`src/rtl/booth_radix4_multiplier.sv`:
```
// Radix-4 modified-Booth sequential multiplier with valid/ready handshakes, signed/unsigned per transaction.
// Optional macro BOOTH_ZERO_SKIP_EN: zero operands finish one cycle after acceptance.
module booth_radix4_multiplier #(
   parameter int WIDTH = 16
) (
   input  logic               clk,
   input  logic               reset,
   input  logic               in_valid,
   output logic               in_ready,
   input  logic [WIDTH-1:0]   multiplicand,
   input  logic [WIDTH-1:0]   multiplier,
   input  logic               signed_mode,
   output logic               out_valid,
   input  logic               out_ready,
   output logic [2*WIDTH-1:0] product,
   output logic               busy
);
   localparam int ITER  = WIDTH/2 + 1;
   localparam int CNT_W = $clog2(ITER + 1);
   localparam int AW    = WIDTH + 3;
   localparam int PW    = 2*WIDTH + 6;

   typedef enum logic [1:0] {S_IDLE, S_BUSY, S_DONE} state_t;

   state_t             r_state;
   logic [CNT_W-1:0]   r_cnt;
   logic [AW-1:0]      r_a;
   logic [PW-1:0]      r_p;
   logic [2*WIDTH-1:0] r_product;
   logic               r_out_valid;

   logic               w_sext_a;
   logic               w_sext_b;
   logic [AW-1:0]      w_a_ext;
   logic [WIDTH+1:0]   w_b_ext;
   logic [AW-1:0]      w_addend;
   logic [AW-1:0]      w_upper;
   logic [PW-1:0]      w_next;

   assign w_sext_a = signed_mode & multiplicand[WIDTH-1];
   assign w_sext_b = signed_mode & multiplier[WIDTH-1];
   assign w_a_ext  = {{3{w_sext_a}}, multiplicand};
   assign w_b_ext  = {{2{w_sext_b}}, multiplier};

   always_comb begin
      w_addend = '0;
      case (r_p[2:0])
         3'b001, 3'b010: w_addend = r_a;
         3'b011:         w_addend = r_a << 1;
         3'b100:         w_addend = -(r_a << 1);
         3'b101, 3'b110: w_addend = -r_a;
         default:        w_addend = '0;
      endcase
   end

   // Add into the accumulator half, then arithmetic shift the whole register right by 2.
   assign w_upper = r_p[PW-1:WIDTH+3] + w_addend;
   assign w_next  = {{2{w_upper[AW-1]}}, w_upper, r_p[WIDTH+2:2]};

   always_ff @(posedge clk or posedge reset) begin
      if (reset) begin
         r_state     <= S_IDLE;
         r_cnt       <= '0;
         r_a         <= '0;
         r_p         <= '0;
         r_product   <= '0;
         r_out_valid <= 1'b0;
      end else begin
         case (r_state)
            S_IDLE: begin
               if (in_valid) begin
                  r_a     <= w_a_ext;
                  r_p     <= {{AW{1'b0}}, w_b_ext, 1'b0};
                  r_cnt   <= CNT_W'(ITER);
                  r_state <= S_BUSY;
`ifdef BOOTH_ZERO_SKIP_EN
                  // A single all-zero step yields product 0 one cycle after acceptance.
                  if (multiplicand == '0 || multiplier == '0) begin
                     r_a   <= '0;
                     r_p   <= '0;
                     r_cnt <= CNT_W'(1);
                  end
`endif
               end
            end
            S_BUSY: begin
               r_p   <= w_next;
               r_cnt <= r_cnt - 1'b1;
               if (r_cnt == CNT_W'(1)) begin
                  r_state     <= S_DONE;
                  r_product   <= w_next[2*WIDTH:1];
                  r_out_valid <= 1'b1;
               end
            end
            S_DONE: begin
               if (out_ready) begin
                  r_out_valid <= 1'b0;
                  r_state     <= S_IDLE;
               end
            end
            default: r_state <= S_IDLE;
         endcase
      end
   end

   assign in_ready  = (r_state == S_IDLE);
   assign busy      = (r_state != S_IDLE);
   assign out_valid = r_out_valid;
   assign product   = r_product;
endmodule

```
`config.mk`:
```
export PLATFORM = sky130hd
export DESIGN_NAME = booth_radix4_multiplier
export DESIGN_NICKNAME = d
export VERILOG_FILES = /design/src/rtl/booth_radix4_multiplier.sv
export SDC_FILE = /design/constraint.sdc
export NUM_CORES = 1
export LEC_CHECK = 0
export CAP_MARGIN = 40
export CORE_ASPECT_RATIO = 0.6
export CORE_MARGIN = 3
export CORE_UTILIZATION = 56
export DETAILED_ROUTE_END_ITERATION = 10
export PLACE_DENSITY = 0.81
export SYNTH_ARGS = -nofsm -noshare
export SYNTH_HDL_FRONTEND = slang
export SYNTH_SLANG_ARGS = --single-unit
export TNS_END_PERCENT = 5
```
`constraint.sdc`:
```
create_clock -name clk -period 4.55 [get_ports clk]
set_input_delay 0.455 -clock clk [delete_from_list [all_inputs] [get_ports clk]]
set_output_delay 0.455 -clock clk [all_outputs]
set_load 0.005 [all_outputs]
```
# Word-level counts from Yosys, hierarchy flattened
# Cells that the tools add are included.
[classes]
n_lt_le_gt_ge = 0
shifts = 0
reduce_logical = 11
n_bitwise = 2
add_sub_neg = 4
multipliers = 0
n_eq_ne = 12
div_mod_pow = 0
mux = 12
[op_table]
columns = ["op", "count"]
rows = [
  ["$pmux 19 s4", 1],
  ["$pmux 38 s2", 1],
  ["$mux 38", 1],
  ["$neg 19->19", 2],
  ["$add 19x19->19", 1],
  ["$eq 3x3->1 const B", 3],
  ["$pmux 4 s2", 1],
  ["$eq 3x2->1 const B", 2],
  ["$mux 2", 3],
  ["$ne 2x2->1 const B", 3],
  ["$pmux 2 s3", 1],
  ["$reduce_and 2->1", 3],
  ["$reduce_and 3->1", 2],
  ["$reduce_bool 2->1", 3],
  ["$eq 4x1->1 const B", 1],
  ["$mux 4", 1],
  ["$reduce_or 2->1", 2],
  ["$sub 4x1->4 const B", 1],
  ["$eq 3x1->1 const B", 1],
  ["$and 1x1->1", 2],
  ["$eq 2x1->1 const B", 1],
  ["$eq 2x2->1 const B", 1],
  ["$logic_not 2->1", 1],
  ["$mux 1", 2],
  ["$pmux 1 s2", 1],
]
[word_totals]
regBits = 94
latch_bits = 0
ramBits = 0
rom_bits = 0
word_cells = 47
n_memories = 0
output_inout_bits = 35

# Depth between registers and ports, before layout
# Gate-level depths: netlist of run 1.
[depth]
word_depth = 5
ltp_mapped = 17
ltp_nobuf = 17

# Worst setup path after synthesis of run 1
# Ideal clock, no wire load.
[synth_timing]
path_type = "reg2reg"
from = "register r_a[0]"
to = "register r_p[36]"
n_path_buf = 0
stages_incl_launch_ff = 17
arrival_ns = 3.636
path_slack_ns = 0.834
setup_ns = 0.080
synth_period_minus_slack_ns = 3.716
t_required_ns = 4.470
path_cell_list = "dfrtp_1 > inv_1 > ha_1 > nor4b_2 > nand2_1 > nor4_1 > xnor2_1 > mux2i_1 > a2bb2oi_1 > a21oi_1 > ha_1 > nand4_1 > a2111oi_1 > o21ai_0 > and3_2 > or4_1 > o211ai_2"
[synth_between]
elab_chain_len = 4
word_cells_on_any_way = 5
[synth_lines]
columns = ["item", "line", "text"]
rows = [
  ["start: declaration", "27", "logic [AW-1:0] r_a;"],
  ["start signal: assignment", "72", "r_a <= w_a_ext;"],
  ["$neg 19->19, on equally long branches", "51, 50", ""],
  ["$pmux 19 s4 (*)", "47", "case (r_p[2:0])"],
  ["$add 19x19->19 (*)", "57", "assign w_upper = r_p[PW-1:WIDTH+3] + w_addend;"],
  ["$pmux 38 s2 (*)", "69", "case (r_state)"],
  ["end signal: assignment", "73", "r_p <= {{AW{1'b0}}, w_b_ext, 1'b0};"],
  ["end signal: assignment", "87", "r_p <= w_next;"],
  ["end: declaration", "28", "logic [PW-1:0] r_p;"],
]
# Every way passes the cells marked *; elsewhere a longest branch is shown, timed or not.
# A chain may end at the register's enable or synchronous reset.

# Final worst setup path of run 1
[layout_timing]
from = "register r_a[1]"
to = "register r_p[36]"
# The elaborated chain is that of the path after synthesis.

==> key figures, run 1 <==
Routing
  • DRC Markers: 0
  • DR pass1 iterations: 5
  • Post-route ant nets: 0
  • DR vias: 5,165
  • Final WL: about 15,000 µm
  • WL/cell: between 15 and 20 µm
  • Detail-routed via count per cell: 5.97
  • Initial DRC count: ~660

Timing
  • Slew @ Worst Pin: slightly below 0.8 ns
  • Final worst path period share: around 92%
  • Fmax: approximately 240 MHz
  • Setup TNS: 0 ns
  • Hold Worst Slack: 0.306 ns
  • Endpoints failing setup: 0
  • Clk_skew: between 0.01 and 0.015 ns
  • Relative slew slack: between 40% and 50%
  • Fin crit period: 4.19 ns
  • Final Max Tran Viols: 0
  • Final-report hold violation count: 0
  • RSZ-0062 raised after global routing: no

Synth
  • Sequential share of the synthesized area: between 40% and 50%
  • Post-synth top area cell: dfrtp_1
  • Async SR Flop Fraction: 100%
  • Number of synthesized flops with an enable pin: 0
  • Yosys reg bits: ~90
  • Mapped Nets: around 740
  • Top FF cell, synth: dfrtp_1
  • Mean Syn Cell Area: 8.20 µm²
  • Synth warn: 0
  • Top-area cell type share of the netlist area: between 40% and 50%
  • Commonest cells in the netlist: 179 x nand2_1, 92 x dfrtp_1, 63 x o21ai_0
  • Synth unique cells: 59
  • Most frequent cell after synthesis: nand2_1
  • Post-Syn Area: 0.00555 mm²
  • Mapped Cells: between 600 and 700
  • Area contributors post-synth: dfrtp_1 42%, nand2_1 12%, o21ai_0 5.7%, ha_1 4.7%, a21oi_1 3.2%

Die
  • Die width: between 100 and 150 µm
  • Initial Utilization: between 50 and 60%
  • Core Footprint: approximately 0.0094 mm²
  • Ports: 72
  • Row count: 27
  • Die height: just over 80 µm
  • DIE AREA: about 0.011 mm²

Layout
  • Layout Nets: between 700 and 800
  • ANT cells: 0
  • Final core occ: a little over 70%
  • Synth-to-layout area growth: 20.8%
  • Layout cells sized above 1: roughly 6.7%

Worst setup path
  • Delay of the slowest critical-path stage: 0.49 ns
  • CP endpoint kind: flip-flop
  • CP arrival: roughly 4.5 ns
  • Worst EP required: between 4 and 5 ns
  • CP max FO: 6
  • Critical path, cell by cell: inv_1, ha_1, nor4b_4, nand2_1, nor4_1, xnor2_1, mux2i_1, a2bb2oi_1, a21oi_1, ha_2, nand4_1, a2111oi_2, o21ai_0, and3_2, or4_1, o211ai_2
  • FF-to-FF path depth: 16
  • Setup crit start kind: flip-flop
  • R2R setup slack: 0.36 ns
  • Setup CP Type: flip-flop to flip-flop
  • Worst path slowest cell: or4_1

CTS
  • Root Driver: clkbuf_16
  • Clk buf depth: 2
  • Clk pin slew, worst setup/hold paths: roughly 0.070 ns
  • Clk_lat worst skew: between 0.3 and 0.4 ns
  • # H-tree levels: 3
  • Clk sink count: just over 90
  • Setup repair bufs after CTS: 0
  • Hold-fix buffers, CTS: 0
  • CTS tree: done
  • CTS resizes: 0
  • CTS buffer count: 9

GRT
  • Grt ovf: 0
  • Vias in the first global route: roughly 5,000
  • Initial antenna violation count: 1
  • GRT Overall Usage: 28.8%
  • Largest net degree at the start of global routing: 47
  • First-pass GRT wire length: approximately 26,000 µm

Place
  • I/O Buffers: 71
  • HPWL after detailed placement: about 11,000 µm
  • RePlAce Congestion: a little over 0.9

Min path
  • Hold Crit Class: input port to asynchronous set/reset pin

Outcome
  • Status: completed

Job
  • Max-cap check violation count: 0
==> worst paths after layout <==
kind | startpoint | end
min reg2reg | product[3]$_DFFE_PP0P_ | product[3]$_DFFE_PP0P_
max | r_a[1]$_DFFE_PP0P_ | r_p[36]$_DFFE_PP0P_
max in group asynchronous | reset | r_p[29]$_DFFE_PP0P_
min | reset | product[11]$_DFFE_PP0P_
max reg2reg | r_a[1]$_DFFE_PP0P_ | r_p[36]$_DFFE_PP0P_
min in group clk | product[3]$_DFFE_PP0P_ | product[3]$_DFFE_PP0P_
==> cells in the final DEF, fill, tap and decap left out, types with 3 or more instances in the layout <==
master,synthesis,routed
a21o_1,11,11
a21oi_1,35,35
a221oi_1,5,5
a22oi_1,22,22
and2_1,3,3
buf_4,0,15
clkbuf_16,0,9
clkdlybuf4s50_1,0,71
dfrtp_1,92,92
ha_1,21,20
inv_1,12,11
mux2i_1,5,5
nand2_1,179,179
nand2b_1,11,11
nand3_1,25,25
nand4_1,3,3
nor2_1,39,39
nor2b_1,5,4
nor3_1,7,7
nor4_1,6,6
o21ai_0,63,63
o221ai_1,4,4
o22ai_1,5,5
o31ai_1,3,3
or4_1,3,3
xnor2_1,19,19
xor2_1,12,12
==> per-layer routing <==
metal  wire length (µm)  part of all wire (%)  track usage (%)  vias up
met1               7200                    47             42.3     2451
met5                  8                 0.052                0        -
met4                190                   1.2             7.21        2
met2               6510                    42             41.1      233
met3               1550                    10             9.50       21
li1                   -                     -                -     2458
==> critical path, delay by kind of cell (launching register included) <==
| family | cells | cell delay (ns) |
|---|---|---|
| flops | 1 | 0.42 |
| simple gates | 6 | 1.73 |
| buf+inv | 1 | 0.12 |
| mux | 1 | 0.15 |
| compound gates | 5 | 0.83 |
| fa+ha+maj | 2 | 0.71 |
| xor+xnor | 1 | 0.16 |
==> cells by family (layout without fill, tap and decap cells) <==
group	Yosys count	in the layout	share of synthesized area [%]
XOR/XNOR	31	31	4.90
buffers and inverters	57	116	4.17
AO/OA/AOI/OAI	168	168	18.9
adder cells (fa/ha/maj)	22	22	5.10
flip-flops	92	92	41.5
AND/OR/NAND/NOR	299	299	24.1
multiplexers	7	7	1.31
==> metrics by stage <==
stage	area (µm²)	worst slack (ns)	instances
3_5_place_dp	6420	0.233	850
2_1_floorplan	5550	0.834	676
6_report	6700	0.361	865
3_3_place_gp	6350	0.464	847
5_1_grt	6700	0.0351	865
4_1_cts	6690	0.190	865
==> registers in the layout (all words and copies together) (netlist names) <==
name / cells
r_p: 36
product: 32
r_a: 17
r_cnt: 4
r_state: 2
out_valid: 1
==> final cells by class <==
type                            count  area (µm²)
Clock buffer                       10         229
Clock inverter                      5        37.5
Fill cell                         726        2690
Inverter                           12        46.3
Multi-Input combinational cell    527        3030
Sequential cell                    92        2300
Tap cell                          130         163
Timing Repair Buffer               89         893
Power of run 1 is left out: the tool's default activity adds up to more than one toggle a clock period on the data nets, which glitch-free logic cannot reach.
==> inputs of run 2 (changes only) <==
SKIP_CTS_REPAIR_TIMING = 1   (was default)
==> results of run 2 <==
Final layout, timing and power as in run 1 (identical DEF).
Power of run 2 is left out for the same reason.
==> inputs of run 3 (changes only) <==
CTS_CLUSTER_SIZE = 10   (was default)
==> results of run 3 <==
Final layout, timing and power as in run 1 (identical DEF).
Power of run 3 is left out for the same reason.
